File: src/rtl/frame_sequencer_pkg.sv
// Shared APU frame-counter definitions: default step rate, $4017 field layout,
// sequencer mode and step encodings.
package frame_sequencer_pkg;

  localparam int unsigned STEP_HZ_DEFAULT = 240;

  // $4017 bit positions
  localparam int unsigned REG_MODE_BIT    = 7;
  localparam int unsigned REG_INHIBIT_BIT = 6;

  typedef enum logic {
    MODE_4STEP = 1'b0,
    MODE_5STEP = 1'b1
  } mode_e;

  typedef enum logic [2:0] {
    STEP0 = 3'd0,
    STEP1 = 3'd1,
    STEP2 = 3'd2,
    STEP3 = 3'd3,
    STEP4 = 3'd4
  } step_e;

  function automatic int unsigned round_div(input int unsigned num, input int unsigned den);
    return (num + den / 2) / den;
  endfunction

endpackage

File: src/rtl/frame_sequencer_prescaler.sv
// Quarter-frame clock divider: counts 0..DIVISOR-1 and flags the terminal count.
module frame_prescaler #(
  parameter int unsigned DIVISOR = 7457
) (
  input  logic clk,
  input  logic rst,
  input  logic clear,
  output logic tc
);

  localparam int unsigned CNT_W = (DIVISOR > 1) ? $clog2(DIVISOR) : 1;
  localparam logic [CNT_W-1:0] LAST = CNT_W'(DIVISOR - 1);

  logic [CNT_W-1:0] count;

  assign tc = (count == LAST);

  always_ff @(posedge clk) begin
    if (rst || clear) begin
      count <= '0;
    end else if (tc) begin
      count <= '0;
    end else begin
      count <= count + 1'b1;
    end
  end

endmodule

File: src/rtl/frame_sequencer.sv
// APU frame counter: steps the 4/5-step sequence on each prescaler terminal count,
// drives the quarter/half-frame strobes and the frame IRQ flag, and decodes $4017 writes.
module frame_sequencer
  import frame_sequencer_pkg::*;
#(
  parameter int unsigned CLK_HZ  = 1_789_773,
  parameter int unsigned STEP_HZ = STEP_HZ_DEFAULT
) (
  input  logic       clk,
  input  logic       rst,
  input  logic [7:0] reg_4017,
  input  logic       reg_event,
  input  logic       status_read,
  output logic       enable_240hz,
  output logic       enable_120hz,
  output logic       frame_irq
);

  localparam int unsigned DIVISOR = round_div(CLK_HZ, STEP_HZ);

  logic  tc;
  mode_e mode_q;
  logic  inhibit_q;
  step_e step_q, step_d;
  logic  q240_d, q120_d, irq_set, irq_d;

  frame_prescaler #(.DIVISOR(DIVISOR)) u_prescaler (
    .clk   (clk),
    .rst   (rst),
    .clear (reg_event),
    .tc    (tc)
  );

  // A write restarts the sequence and swallows any coincident terminal count.
  always_comb begin
    step_d  = step_q;
    q240_d  = 1'b0;
    q120_d  = 1'b0;
    irq_set = 1'b0;
    if (reg_event) begin
      step_d = STEP0;
      q240_d = reg_4017[REG_MODE_BIT];
      q120_d = reg_4017[REG_MODE_BIT];
    end else if (tc) begin
      if (mode_q == MODE_5STEP) begin
        unique case (step_q)
          STEP0:   begin q240_d = 1'b1;                  step_d = STEP1; end
          STEP1:   begin q240_d = 1'b1; q120_d = 1'b1;   step_d = STEP2; end
          STEP2:   begin q240_d = 1'b1;                  step_d = STEP3; end
          STEP3:   begin                                 step_d = STEP4; end
          default: begin q240_d = 1'b1; q120_d = 1'b1;   step_d = STEP0; end
        endcase
      end else begin
        unique case (step_q)
          STEP0:   begin q240_d = 1'b1;                  step_d = STEP1; end
          STEP1:   begin q240_d = 1'b1; q120_d = 1'b1;   step_d = STEP2; end
          STEP2:   begin q240_d = 1'b1;                  step_d = STEP3; end
          default: begin
            q240_d  = 1'b1;
            q120_d  = 1'b1;
            irq_set = ~inhibit_q;
            step_d  = STEP0;
          end
        endcase
      end
    end

    irq_d = frame_irq;
    if (reg_event && reg_4017[REG_INHIBIT_BIT]) begin
      irq_d = 1'b0;
    end else if (irq_set) begin
      irq_d = 1'b1;
    end else if (status_read) begin
      irq_d = 1'b0;
    end
  end

  always_ff @(posedge clk) begin
    if (rst) begin
      mode_q       <= MODE_4STEP;
      inhibit_q    <= 1'b0;
      step_q       <= STEP0;
      enable_240hz <= 1'b0;
      enable_120hz <= 1'b0;
      frame_irq    <= 1'b0;
    end else begin
      if (reg_event) begin
        mode_q    <= mode_e'(reg_4017[REG_MODE_BIT]);
        inhibit_q <= reg_4017[REG_INHIBIT_BIT];
      end
      step_q       <= step_d;
      enable_240hz <= q240_d;
      enable_120hz <= q120_d;
      frame_irq    <= irq_d;
    end
  end

endmodule

File: config.mk
export PLATFORM = sky130hd
export DESIGN_NAME = frame_sequencer
export DESIGN_NICKNAME = d
export VERILOG_FILES = /design/src/rtl/frame_sequencer_pkg.sv /design/src/rtl/frame_sequencer_prescaler.sv /design/src/rtl/frame_sequencer.sv
export SDC_FILE = /design/constraint.sdc
export NUM_CORES = 1
export LEC_CHECK = 0
export ABC_AREA = 0
export CAP_MARGIN = 20
export CORE_ASPECT_RATIO = 1.1
export CORE_MARGIN = 4
export CORE_UTILIZATION = 45
export DETAILED_ROUTE_END_ITERATION = 6
export DONT_BUFFER_PORTS = 1
export GPL_TIMING_DRIVEN = 0
export PLACE_DENSITY = 0.59
export RECOVER_POWER = 25
export SYNTH_ARGS = -nofsm -noshare
export SYNTH_HDL_FRONTEND = slang
export SYNTH_HIERARCHICAL = 1
export SYNTH_SLANG_ARGS = --single-unit
File: constraint.sdc
create_clock -name clk -period 3.6 [get_ports clk]
set_input_delay 0.54 -clock clk [delete_from_list [all_inputs] [get_ports clk]]
set_output_delay 0.54 -clock clk [all_outputs]
set_load 0.01 [all_outputs]
After elaboration in Yosys (flattened, before gate mapping)
Index checks and enable logic that the tools add are counted.
{ "totals": {"reg_bits": 21, "latchBits": 0, "mem_bits_rw": 0, "rom_bits": 0, "input_bits": 12, "output_inout_bits": 3, "wordCells": 41, "mem_count": 0} }
{ "classes": {"addsub": 1, "n_mul": 0, "div_mod_pow": 0, "magnitude_cmp": 0, "eq_ne": 4, "shifts": 0, "n_mux": 18, "n_bitwise": 1, "reduce_logical": 10} }
{ "op_table": {"columns": ["operator", "n"], "rows": [
  ["1-bit 2-to-1 mux", 15],
  ["13-bit by 1-bit adder with 13-bit output (second input constant)", 1],
  ["13-bit == test (second input constant)", 1],
  ["3-bit one-hot mux with 4 select lines", 1],
  ["2-bit OR reduction", 4],
  ["3-bit by 2-bit == test with 1-bit output (second input constant)", 2],
  ["2-bit one-hot mux with 3 select lines", 1],
  ["3-bit OR reduction", 2],
  ["3-bit by 1-bit == test with 1-bit output (second input constant)", 1],
  ["3-bit logical NOT", 1],
  ["3-bit 2-to-1 mux", 1],
  ["2-bit nonzero test", 1],
  ["1-bit logical AND", 1],
  ["1-bit logical OR", 1],
  ["1-bit NOT", 1]
]} }

Logic depth before layout (Yosys ltp)
Gate-level depths: netlist (run 1).
{ "logic_depth": {"word_depth": 7, "depth_mapped": 7, "ltp_nobuf": 7} }

Modules after synthesis
The synthesis (run 1) kept the hierarchy.
{ "by_module_without_submodules": {"columns": ["mod", "n_inst", "cells_per_inst", "area_per_inst_um2", "seq_area_each_um2"], "rows": [
  ["frame_prescaler", 1, 67, 650.6, 260.2],
  ["frame_sequencer", 1, 38, 342.8, 160.2]
]} }

Worst setup path after synthesis (run 1)
No wires, ideal clock.
{ "synth_path": {"path_type": "register -> register", "from": "reg u_prescaler.count[7]", "to": "reg enable_120hz", "setup_ns": 0.070, "arrival_ns": 1.664, "t_required_ns": 3.530, "slack_ns": 1.865, "stages_incl_launch_ff": 6, "path_buffers": 0, "period_less_slack_ns": 1.735, "path_cell_list": "dfxtp_1 -> or4b_4 -> nor4_4 -> and2b_1 -> o21ai_1 -> a21oi_1"} }
{ "synth_between": {"elab_chain_len": 3} }
{ "synth_rtl": {"columns": ["element", "line_no", "source"], "rows": [
  ["start: declaration", "frame_sequencer_prescaler.sv:14", "logic [CNT_W-1:0] count;"],
  ["start signal: assignment", "frame_sequencer_prescaler.sv:24", "count <= count + 1'b1;"],
  ["13-bit == test", "frame_sequencer_prescaler.sv:16", "assign tc = (count == LAST);"],
  ["via tc", "frame_sequencer.sv:21", "logic tc;"],
  ["1-bit 2-to-1 mux", "frame_sequencer.sv:44", "end else if (tc) begin"],
  ["1-bit 2-to-1 mux", "frame_sequencer.sv:40", "if (reg_event) begin"],
  ["end signal: assignment", "frame_sequencer.sv:93", "enable_120hz <= q120_d;"],
  ["end: declaration", "frame_sequencer.sv:15", "output logic enable_120hz,"]
]} }
The timed path passes the listed nets, and every way through them passes these cells.
A chain may end at the register's enable or synchronous reset.

Worst setup path in the final report (run 1)
Same ends and word-level chain as after synthesis.

==> reports/metrics.cfg, run 1 <==
[worst_setup_path]
cp.arrival_ps = 2580
required_ps = 3840
crit_fanout = 7
path_cells = or4b_4 > nor4_1 > and2b_1 > o21ai_1 > a21oi_1
crit_path_end_kind = register
cpMaxStageDelayCell = nor4_1
critPathLaunchType = register
cp_slowest_stage_delay_ps = 850
crit_type = reg2reg

[floorplan]
core_area_mm2 = 0.00206
die-area_mm2 = 0.00302
chipHeight_um = 57.3
row_count = 17
boundaryPins = 15
initial_utilization_pct = 48.2
die_w_um = 52.8

[timing]
fin_hold_ws_ps = 300
setup_viol = 0
max_clock_freq_mhz = 428
finalSetupTns_ps = 0
finClkSkew_ps = 4.33
finalCritPeriodShare_pct = 65.0
drv_slew = 0
hold_viol = 0
setup_ws_ps = 1260
worst_pin_slew_ps = 987
timing.slew.headroom_pct = 33.6
min_period_ps = 2340
rsz0062_at_grt = false

[layout]
syn_to_final_growth_pct = 4.66
regArea_um2 = 420
antenna_cells = 0
fin_nets = 124
multi_input_area_um2 = 512
n_fill_cell = 207
finalCoreUtilization_pct = 50.4
final_layout_size_suffix_gt1_share_pct = 17.4

[outcome]
status = completed

[placed_design]
portBuffers = 0
place_ws_ps = 1730
place_congestion = 0.730
dpl.hpwl_um = 1140

[grt]
grt_max_degree = 12
antenna_found_initial = 0
grt_remaining_overflow = 0
grt_pass1_wl_um = 2610
track_usage_pct = 11.3
grt_pass1_vias = 602

[yosys]
yosysUniqueCellTypes = 31
yosysMostFrequentCell = dfxtp_1
syn-cell-area_um2 = 993
syn-num-nets = 119
seq_area_frac_synth_pct = 42.3
synth_top_area_share_pct = 42.3
avgSynthCellArea_um2 = 9.46
yosys-top-cells-area = dfxtp_1 (42%), xnor2_1 (7.1%), nor2_2 (6.3%), nand3_1 (3.5%), a21oi_1 (3.0%)
synthFlopType = dfxtp_1
async_flop_share_pct = 0
synth_edf_count = 0
synth_seq_cells = 21
yosys.area.top_type = dfxtp_1
synth_cells = 105
yosysWarningCount = 6
synth_common_cells = dfxtp_1 (21), nor2_2 (10), xnor2_1 (8), nand3_1 (7)

[clock_tree]
cts_made_buffers = 3
cts_root_buffer = clkbuf_4
cts_hold_buf = 0
cts_tree = yes
h-tree-depth = 1
clk_path_buf_depth = 2
cts_sinks = 21
clk_pin_slew_worst_paths_ps = 120
cts_setup_buffers = 0
clock_latency_ps = 300
post_cts_resized = 0

[power]
finalPower_mw = 0.367
clockPowerShare_pct = 30.8
p_int_mw = 0.286
pwr-share-seq_pct = 65.0
p_leak_nw = 0.324
pwr-share-comb_pct = 4.3
peakVddDrop_mv = 0.168
power_density_mw_per_mm2 = 353
netSwitchingFraction_pct = 22.3
p_switching_mw = 0.0818

[worst_hold_path]
hp-class = in2reg

[routing]
viasPerCell = 5.03
drt_iter0_drc = 17
drc = 0
postRouteAntennaNets = 0
firstDrtPassIters = 4
wl_per_cell_um = 11.2
routed-via-count = 689
wirelength_um = 1540

[flow_run]
maxCapViolations = 0

-- metal layers --
metal / vias up / routed length (µm) / track usage [%]
li1: 364 / - / -
met4: 0 / 10 / 5.47
met3: 2 / 71 / 3.13
met5: - / 0 / 0
met2: 8 / 646 / 15.1
met1: 315 / 809 / 16.6
-- final timing paths --
kind	endpoint	slack, ps	startpoint	cells past startpoint
hold reg to reg	inhibit_q	500	inhibit_q	2
setup / recovery	enable_120hz	1260	u_prescaler/count[7]	5
hold / removal	step_q[1]	300	reg_event	1
setup reg to reg	enable_120hz	1260	u_prescaler/count[7]	5
-- state kept, by name, indices dropped and copies added (netlist names) --
name,count
u_prescaler/count,13
step_q,3
enable_120hz,1
enable_240hz,1
frame_irq,1
inhibit_q,1
mode_q,1
-- placed cells by master (no fill, tap or decap), drive strengths merged, types with 5 or more instances in the layout --
cell and count:
clkbuf 5, nand3 7, dfxtp 21, nor2 16, nor3 5, a21oi 7, inv 6, xnor2 8
nand2 5
-- worst max-delay path, delay by kind of cell, from the launching register on --
| kind | cells | cell delay (ps) |
|---|---|---|
| flops | 1 | 360 |
| compound gates | 2 | 230 |
| simple gates | 3 | 1690 |
-- area by class of cell --
| type | count | area share [%] |
|---|---|---|
| tap | 28 | 3.37 |
| clock buffer | 4 | 2.53 |
| buffer | 2 | 2.29 |
| multi-input combinational | 76 | 49.2 |
| sequential | 21 | 40.4 |
| inverter | 6 | 2.17 |
-- power groups by stage --
stage               registers [mW]  logic, mW  clock network [mW]
floorplan                    0.243     0.0140                   0
global placement             0.244     0.0162                   0
detailed placement           0.244     0.0164                   0
CTS                          0.239     0.0164               0.117
global route                 0.239     0.0177               0.126
finish                       0.239     0.0157               0.113
-- through the flow --
step | std cells | area (µm²)
after floorplan | 105 | 993
after global placement | 133 | 1030
after detailed placement | 133 | 1030
after CTS | 137 | 1050
after global routing | 137 | 1040
final | 137 | 1040
-- cell families (layout without fill, tap and decap cells) --
| family | Yosys count | count (layout) | synth area share (%) |
|---|---|---|---|
| mux | 1 | 1 | 1.01 |
| flops | 21 | 21 | 42.3 |
| simple gates | 51 | 51 | 33.6 |
| xor+xnor | 11 | 11 | 9.70 |
| buf+inv | 8 | 12 | 4.66 |
| compound gates | 11 | 11 | 6.17 |
| fa+ha+maj | 2 | 2 | 2.52 |
No activity file was read; power rests on OpenSTA's default activity.
==> run 2, diff against run 1 <==
--- a/config.mk
+++ b/config.mk
@@ -13,7 +13,7 @@
 export DETAILED_ROUTE_END_ITERATION = 6
 export DONT_BUFFER_PORTS = 1
 export GPL_TIMING_DRIVEN = 0
-export PLACE_DENSITY = 0.59
+export PLACE_DENSITY = 0.61
 export RECOVER_POWER = 25
 export SYNTH_ARGS = -nofsm -noshare
 export SYNTH_HDL_FRONTEND = slang
==> constraint.sdc (replaced) <==
create_clock -name clk -period 2.15 [get_ports clk]
set_input_delay 0.3225 -clock clk [delete_from_list [all_inputs] [get_ports clk]]
set_output_delay 0.3225 -clock clk [all_outputs]
set_load 0.01 [all_outputs]
==> reports/metrics.cfg, run 2 (synthesis gave the netlist of run 1 again) <==
[outcome]
status = completed

[grt]
track_usage_pct = 12.5  ; +1.2 points
grt_pass1_wl_um = 2830  ; +8.5%
grt_max_degree = 13  ; +1
antenna_found_initial = 0  ; unchanged
grt_remaining_overflow = 0  ; unchanged
grt_pass1_vias = 621  ; +3.2%

[clock_tree]
cts_tree = yes
cts_hold_buf = 0  ; unchanged
clock_latency_ps = 300  ; about the same
cts_sinks = 21  ; unchanged
post_cts_resized = 0  ; unchanged
h-tree-depth = 1  ; unchanged
cts_root_buffer = clkbuf_4
clk_pin_slew_worst_paths_ps = 120  ; about the same
cts_setup_buffers = 0  ; unchanged
clk_path_buf_depth = 2  ; unchanged
cts_made_buffers = 3  ; unchanged

[worst_setup_path]
path_delay_family = simple AND/OR/NAND/NOR gates
crit_fanout = 7  ; unchanged
crit_path_end_kind = register
required_ps = 2390  ; -1450 ps
crit_type = reg2reg
critPathLaunchType = register
path_cells = or4b_4 > nor4_4 > and2b_1 > o21ai_1 > a21oi_1
cpMaxStageDelayCell = or4b_4
cp.arrival_ps = 2160  ; -420 ps
critPathBufInv = 0  ; unchanged
cp_slowest_stage_delay_ps = 560  ; -290 ps

[layout]
syn_to_final_growth_pct = 6.30
mostFrequentLayoutCell = dfxtp_1
final_cell_mix = dfxtp_1 (21), nor2_2 (10), xnor2_1 (8)
finalCoreUtilization_pct = 51.2  ; +0.79 points
final_layout_size_suffix_gt1_share_pct = 19.3  ; +1.8 points
largest_reg_flops = 13  ; unchanged
final_cells = 137  ; unchanged
fin_nets = 124  ; unchanged
largest_register = u_prescaler/count
largest_registers = u_prescaler/count (13), step_q (3)
antenna_cells = 0  ; unchanged

[placed_design]
dp_cells = 133  ; unchanged
dpl.hpwl_um = 1160  ; +1.8%
portBuffers = 0  ; unchanged
place_congestion = 0.749  ; +2.7%

[timing]
drv_slew = 0  ; unchanged
min_period_ps = 1920  ; -419 ps
timing.slew.headroom_pct = 72.7  ; +39 points
finalSetupTns_ps = 0  ; unchanged
finClkSkew_ps = 7.95  ; +3.62 ps
max_clock_freq_mhz = 521  ; +22%
finalCritPeriodShare_pct = 89.3  ; +24 points
worst_pin_slew_ps = 407  ; -580 ps
rsz0062_at_grt = false
setup_viol = 0  ; unchanged
hold_viol = 0  ; unchanged

[routing]
routed-via-count = 680  ; -1.3%
wl_per_cell_um = 11.4  ; +1.6%
drc = 0  ; unchanged
wirelength_um = 1560  ; +1.6%
firstDrtPassIters = 2  ; -2
viasPerCell = 4.96  ; -1.3%
postRouteAntennaNets = 0  ; unchanged
drt_iter0_drc = 11  ; -6

[floorplan]
die-area_mm2 = 0.00302  ; unchanged
chipHeight_um = 57.3  ; unchanged
row_count = 17  ; unchanged
initial_utilization_pct = 48.2  ; unchanged
boundaryPins = 15  ; unchanged
core_area_mm2 = 0.00206  ; unchanged
die_w_um = 52.8  ; unchanged

[power]
p_leak_nw = 0.331  ; +2.2%
finalPower_mw = 0.613  ; +67%
power_density_mw_per_mm2 = 580  ; +64%
peakVddDrop_mv = 0.448  ; +170%

[worst_hold_path]
hp-class = in2reg

[flow_run]
maxCapViolations = 0  ; unchanged

## run 2: final timing paths
| kind | start | endpoint | slack (ps) | cells after the start |
|---|---|---|---|---|
| worst max-delay path | u_prescaler/count[7] | enable_120hz | 230 | 5 |
| worst min-delay path | reg_event | step_q[1] | 80 | 1 |
| worst max register to register | u_prescaler/count[7] | enable_120hz | 230 | 5 |
| worst min register to register | inhibit_q | inhibit_q | 490 | 2 |
## run 2: metal layers
| metal | vias to the layer above | wire length, µm | GRT usage (%) |
|---|---|---|---|
| li1 | 364 | - | - |
| met3 | 2 | 42 | 2.35 |
| met4 | 0 | 12 | 5.47 |
| met1 | 308 | 743 | 16.7 |
| met2 | 6 | 763 | 19.5 |
| met5 | - | 0 | 0 |
## run 2: cell type report
type                       instances  area, µm²
clock buffer                       3       22.5
multi-input combinational         76        527
fill                             216       1010
buffer                             2       23.8
clock inverter                     1       5.00
inverter                           6       22.5
sequential                        21        420
tap                               28       35.0
## run 2: report_power, final
part           switching [mW]  internal [mW]  total, mW
logic                  0.0155         0.0116     0.0271
registers             0.00475          0.394      0.399
clock network           0.117         0.0693      0.187
total                   0.138          0.475      0.613
## run 2: worst register-to-register path: cells and delay by family (launching register included)
family,cells,cell delay [ps]
compound gates,2,240
flops,1,370
simple gates,3,1250
## run 2: per-stage QoR
step	worst slack (ps)	cell area (µm²)	hold WS, ps
2_1_floorplan	415	993	402
3_3_place_gp	258	1030	404
3_5_place_dp	237	1030	406
4_1_cts	212	1060	63.9
5_1_grt	113	1060	60.0
6_report	231	1060	77.4
==> run 3, diff against run 2 <==
--- a/config.mk
+++ b/config.mk
@@ -7,9 +7,10 @@
 export LEC_CHECK = 0
 export ABC_AREA = 0
 export CAP_MARGIN = 20
-export CORE_ASPECT_RATIO = 1.1
+export CORE_ASPECT_RATIO = 0.9
 export CORE_MARGIN = 4
 export CORE_UTILIZATION = 45
+export CTS_CLUSTER_DIAMETER = 200
 export DETAILED_ROUTE_END_ITERATION = 6
 export DONT_BUFFER_PORTS = 1
 export GPL_TIMING_DRIVEN = 0
==> constraint.sdc (replaced) <==
create_clock -name clk -period 1.58 [get_ports clk]
set_input_delay 0.237 -clock clk [delete_from_list [all_inputs] [get_ports clk]]
set_output_delay 0.237 -clock clk [all_outputs]
set_load 0.01 [all_outputs]
==> reports/metrics.cfg, run 3 (synthesis gave the netlist of run 1 again) <==
[outcome]
status = complete, but fails checks
violations = negative setup slack

[worst_setup_path]
crit_fanout = 7  ; unchanged
crit_type = reg2reg
crit_path_end_kind = register
cp.arrival_ps = 1890  ; -270 ps
required_ps = 1810  ; -580 ps
critPathLaunchType = register

[clock_tree]
clock_latency_ps = 300  ; about the same
clk_path_buf_depth = 2  ; unchanged
cts_sinks = 21  ; unchanged
cts_made_buffers = 3  ; unchanged
clk_pin_slew_worst_paths_ps = 120  ; about the same
h-tree-depth = 1  ; unchanged
cts_root_buffer = clkbuf_4
cts_tree = yes

[power]
pwr-share-comb_pct = 6.1  ; +1.7 points
p_switching_mw = 0.188  ; +37%
clockPowerShare_pct = 29.7  ; -0.8 points
p_int_mw = 0.654  ; +38%
netSwitchingFraction_pct = 22.3  ; -0.14 points
p_leak_nw = 0.379  ; +14%
peakVddDrop_mv = 0.512  ; +14%
pwr-share-seq_pct = 64.3  ; -0.8 points
power_density_mw_per_mm2 = 729  ; +26%

[routing]
firstDrtPassIters = 4  ; +2
viasPerCell = 5.09  ; +2.4%
postRouteAntennaNets = 0  ; unchanged
wl_per_cell_um = 12.9  ; +13%
wl_met3_um = 50  ; +19%
routed-via-count = 717  ; +5.4%
drt_iter0_drc = 16  ; +5
drc = 0  ; unchanged
wl_met2_um = 789  ; +3.4%
wl_met1_um = 983  ; +32%
wirelength_um = 1820  ; +17%
highest_layer = met3

[flow_run]
maxCapViolations = 0  ; unchanged

[timing]
max_clock_freq_mhz = 601  ; +15%
hold_viol = 0  ; unchanged
setup_viol = 17  ; +17
finClkSkew_ps = 10.6  ; +2.67 ps
finalCritPeriodShare_pct = 105  ; +16 points
worst_pin_slew_ps = 390  ; -17.2 ps
setup_ws_ps = -83.6  ; -315 ps
min_period_ps = 1660  ; -255 ps
timing.slew.headroom_pct = 74.0  ; +1.4 points
drv_slew = 0  ; unchanged
fin_hold_ws_ps = 79.8  ; +2.45 ps
rsz0062_at_grt = true

[layout]
antenna_cells = 0  ; unchanged
largest_reg_flops = 13  ; unchanged
final_cells = 141  ; +2.9%
mostFrequentLayoutCell = dfxtp_1
n_fill_cell = 172  ; -20%
final_layout_size_suffix_gt1_share_pct = 31.9  ; +13 points
largest_registers = u_prescaler/count (13), step_q (3)
largest_register = u_prescaler/count
final_cell_mix = dfxtp_1 (16), nor2_2 (12), xnor2_1 (8)
fin_nets = 131  ; +5.6%
syn_to_final_growth_pct = 16.2

[placed_design]
dp_cells = 130  ; -2.3%
portBuffers = 0  ; unchanged
dpl.hpwl_um = 1160  ; about the same
place_congestion = 0.765  ; +2.0%

[grt]
grt_pass1_wl_um = 2830  ; unchanged
grt_pass1_vias = 620  ; -0.16%
grt_remaining_overflow = 0  ; unchanged
track_usage_pct = 12.5  ; -0.020 points
grt_max_degree = 13  ; unchanged
antenna_found_initial = 0  ; unchanged

[floorplan]
die_w_um = 57.5  ; +8.9%
chipHeight_um = 52.6  ; -8.2%
row_count = 15  ; -2
boundaryPins = 15  ; unchanged
initial_utilization_pct = 49.5  ; +1.3 points
core_area_mm2 = 0.00201  ; -2.7%
die-area_mm2 = 0.00302  ; unchanged

[worst_hold_path]
hp-class = in2reg

run 3: worst paths after layout:
kind	startpoint	to	slack [ps]	cells past startpoint
max	u_prescaler/count[4]	step_q[1]	-80	6
min	reg_4017[6]	inhibit_q	80	2
max reg2reg	u_prescaler/count[4]	step_q[1]	-80	6
min reg2reg	u_prescaler/count[0]	u_prescaler/count[0]	440	1
run 3: layout make-up:
class	count	area, µm²	share of cell area [%]
multi-input combinational	76	542	46.9
clock buffer	3	22.5	1.95
inverter	6	22.5	1.95
sequential	21	432	37.4
buffer	2	23.8	2.06
tap	25	31.3	2.71
timing repair buffer	7	76.3	6.61
clock inverter	1	5.00	0.433
run 3: power groups by stage:
stage	combinational (mW)	clock (mW)	sequential (mW)
2_1_floorplan	0.0322	0	0.554
3_3_place_gp	0.0367	0	0.555
3_5_place_dp	0.0373	0	0.556
4_1_cts	0.0422	0.265	0.543
5_1_grt	0.0548	0.297	0.542
6_report	0.0511	0.250	0.541
run 3: critical path: stages, from the launching register on:
cell and delay, ps:
dfxtp_2 340, or4b_4 540, nor4_4 130, buf_4 180, and4bb_1 190, a21oi_1 40, nor3_1 170
run 3: metrics by stage:
step | power (mW) | worst slack, ps | cell area (µm²) | setup TNS (ps) | util, %
after global routing | 0.894 | -233 | 1150 | -2620 | 57.5
after CTS | 0.850 | -176 | 1110 | -2870 | 55.1
final | 0.842 | -83.6 | 1150 | -896 | 57.5
after detailed placement | 0.593 | -159 | 1030 | -2080 | 51.2
after global placement | 0.592 | -156 | 1030 | -1790 | 51.2
after floorplan | 0.586 | -20.1 | 996 | -203 | -
run 3: what timing repair did:
item	CTS	global route
buffers inserted	4	1
hold buffers	1	0
hold endpoints to repair	3	0
endpoints found under the setup margin	19	19
cloned	0	1
pin swaps	5	7
gates resized for setup	5	6
run 3: metal layers:
metal | up-vias | global-route usage, %
li1 | 378 | -
met1 | 334 | 17.0
met2 | 5 | 17.5
met3 | 0 | 5.17
met4 | 0 | 4.63
met5 | - | 0
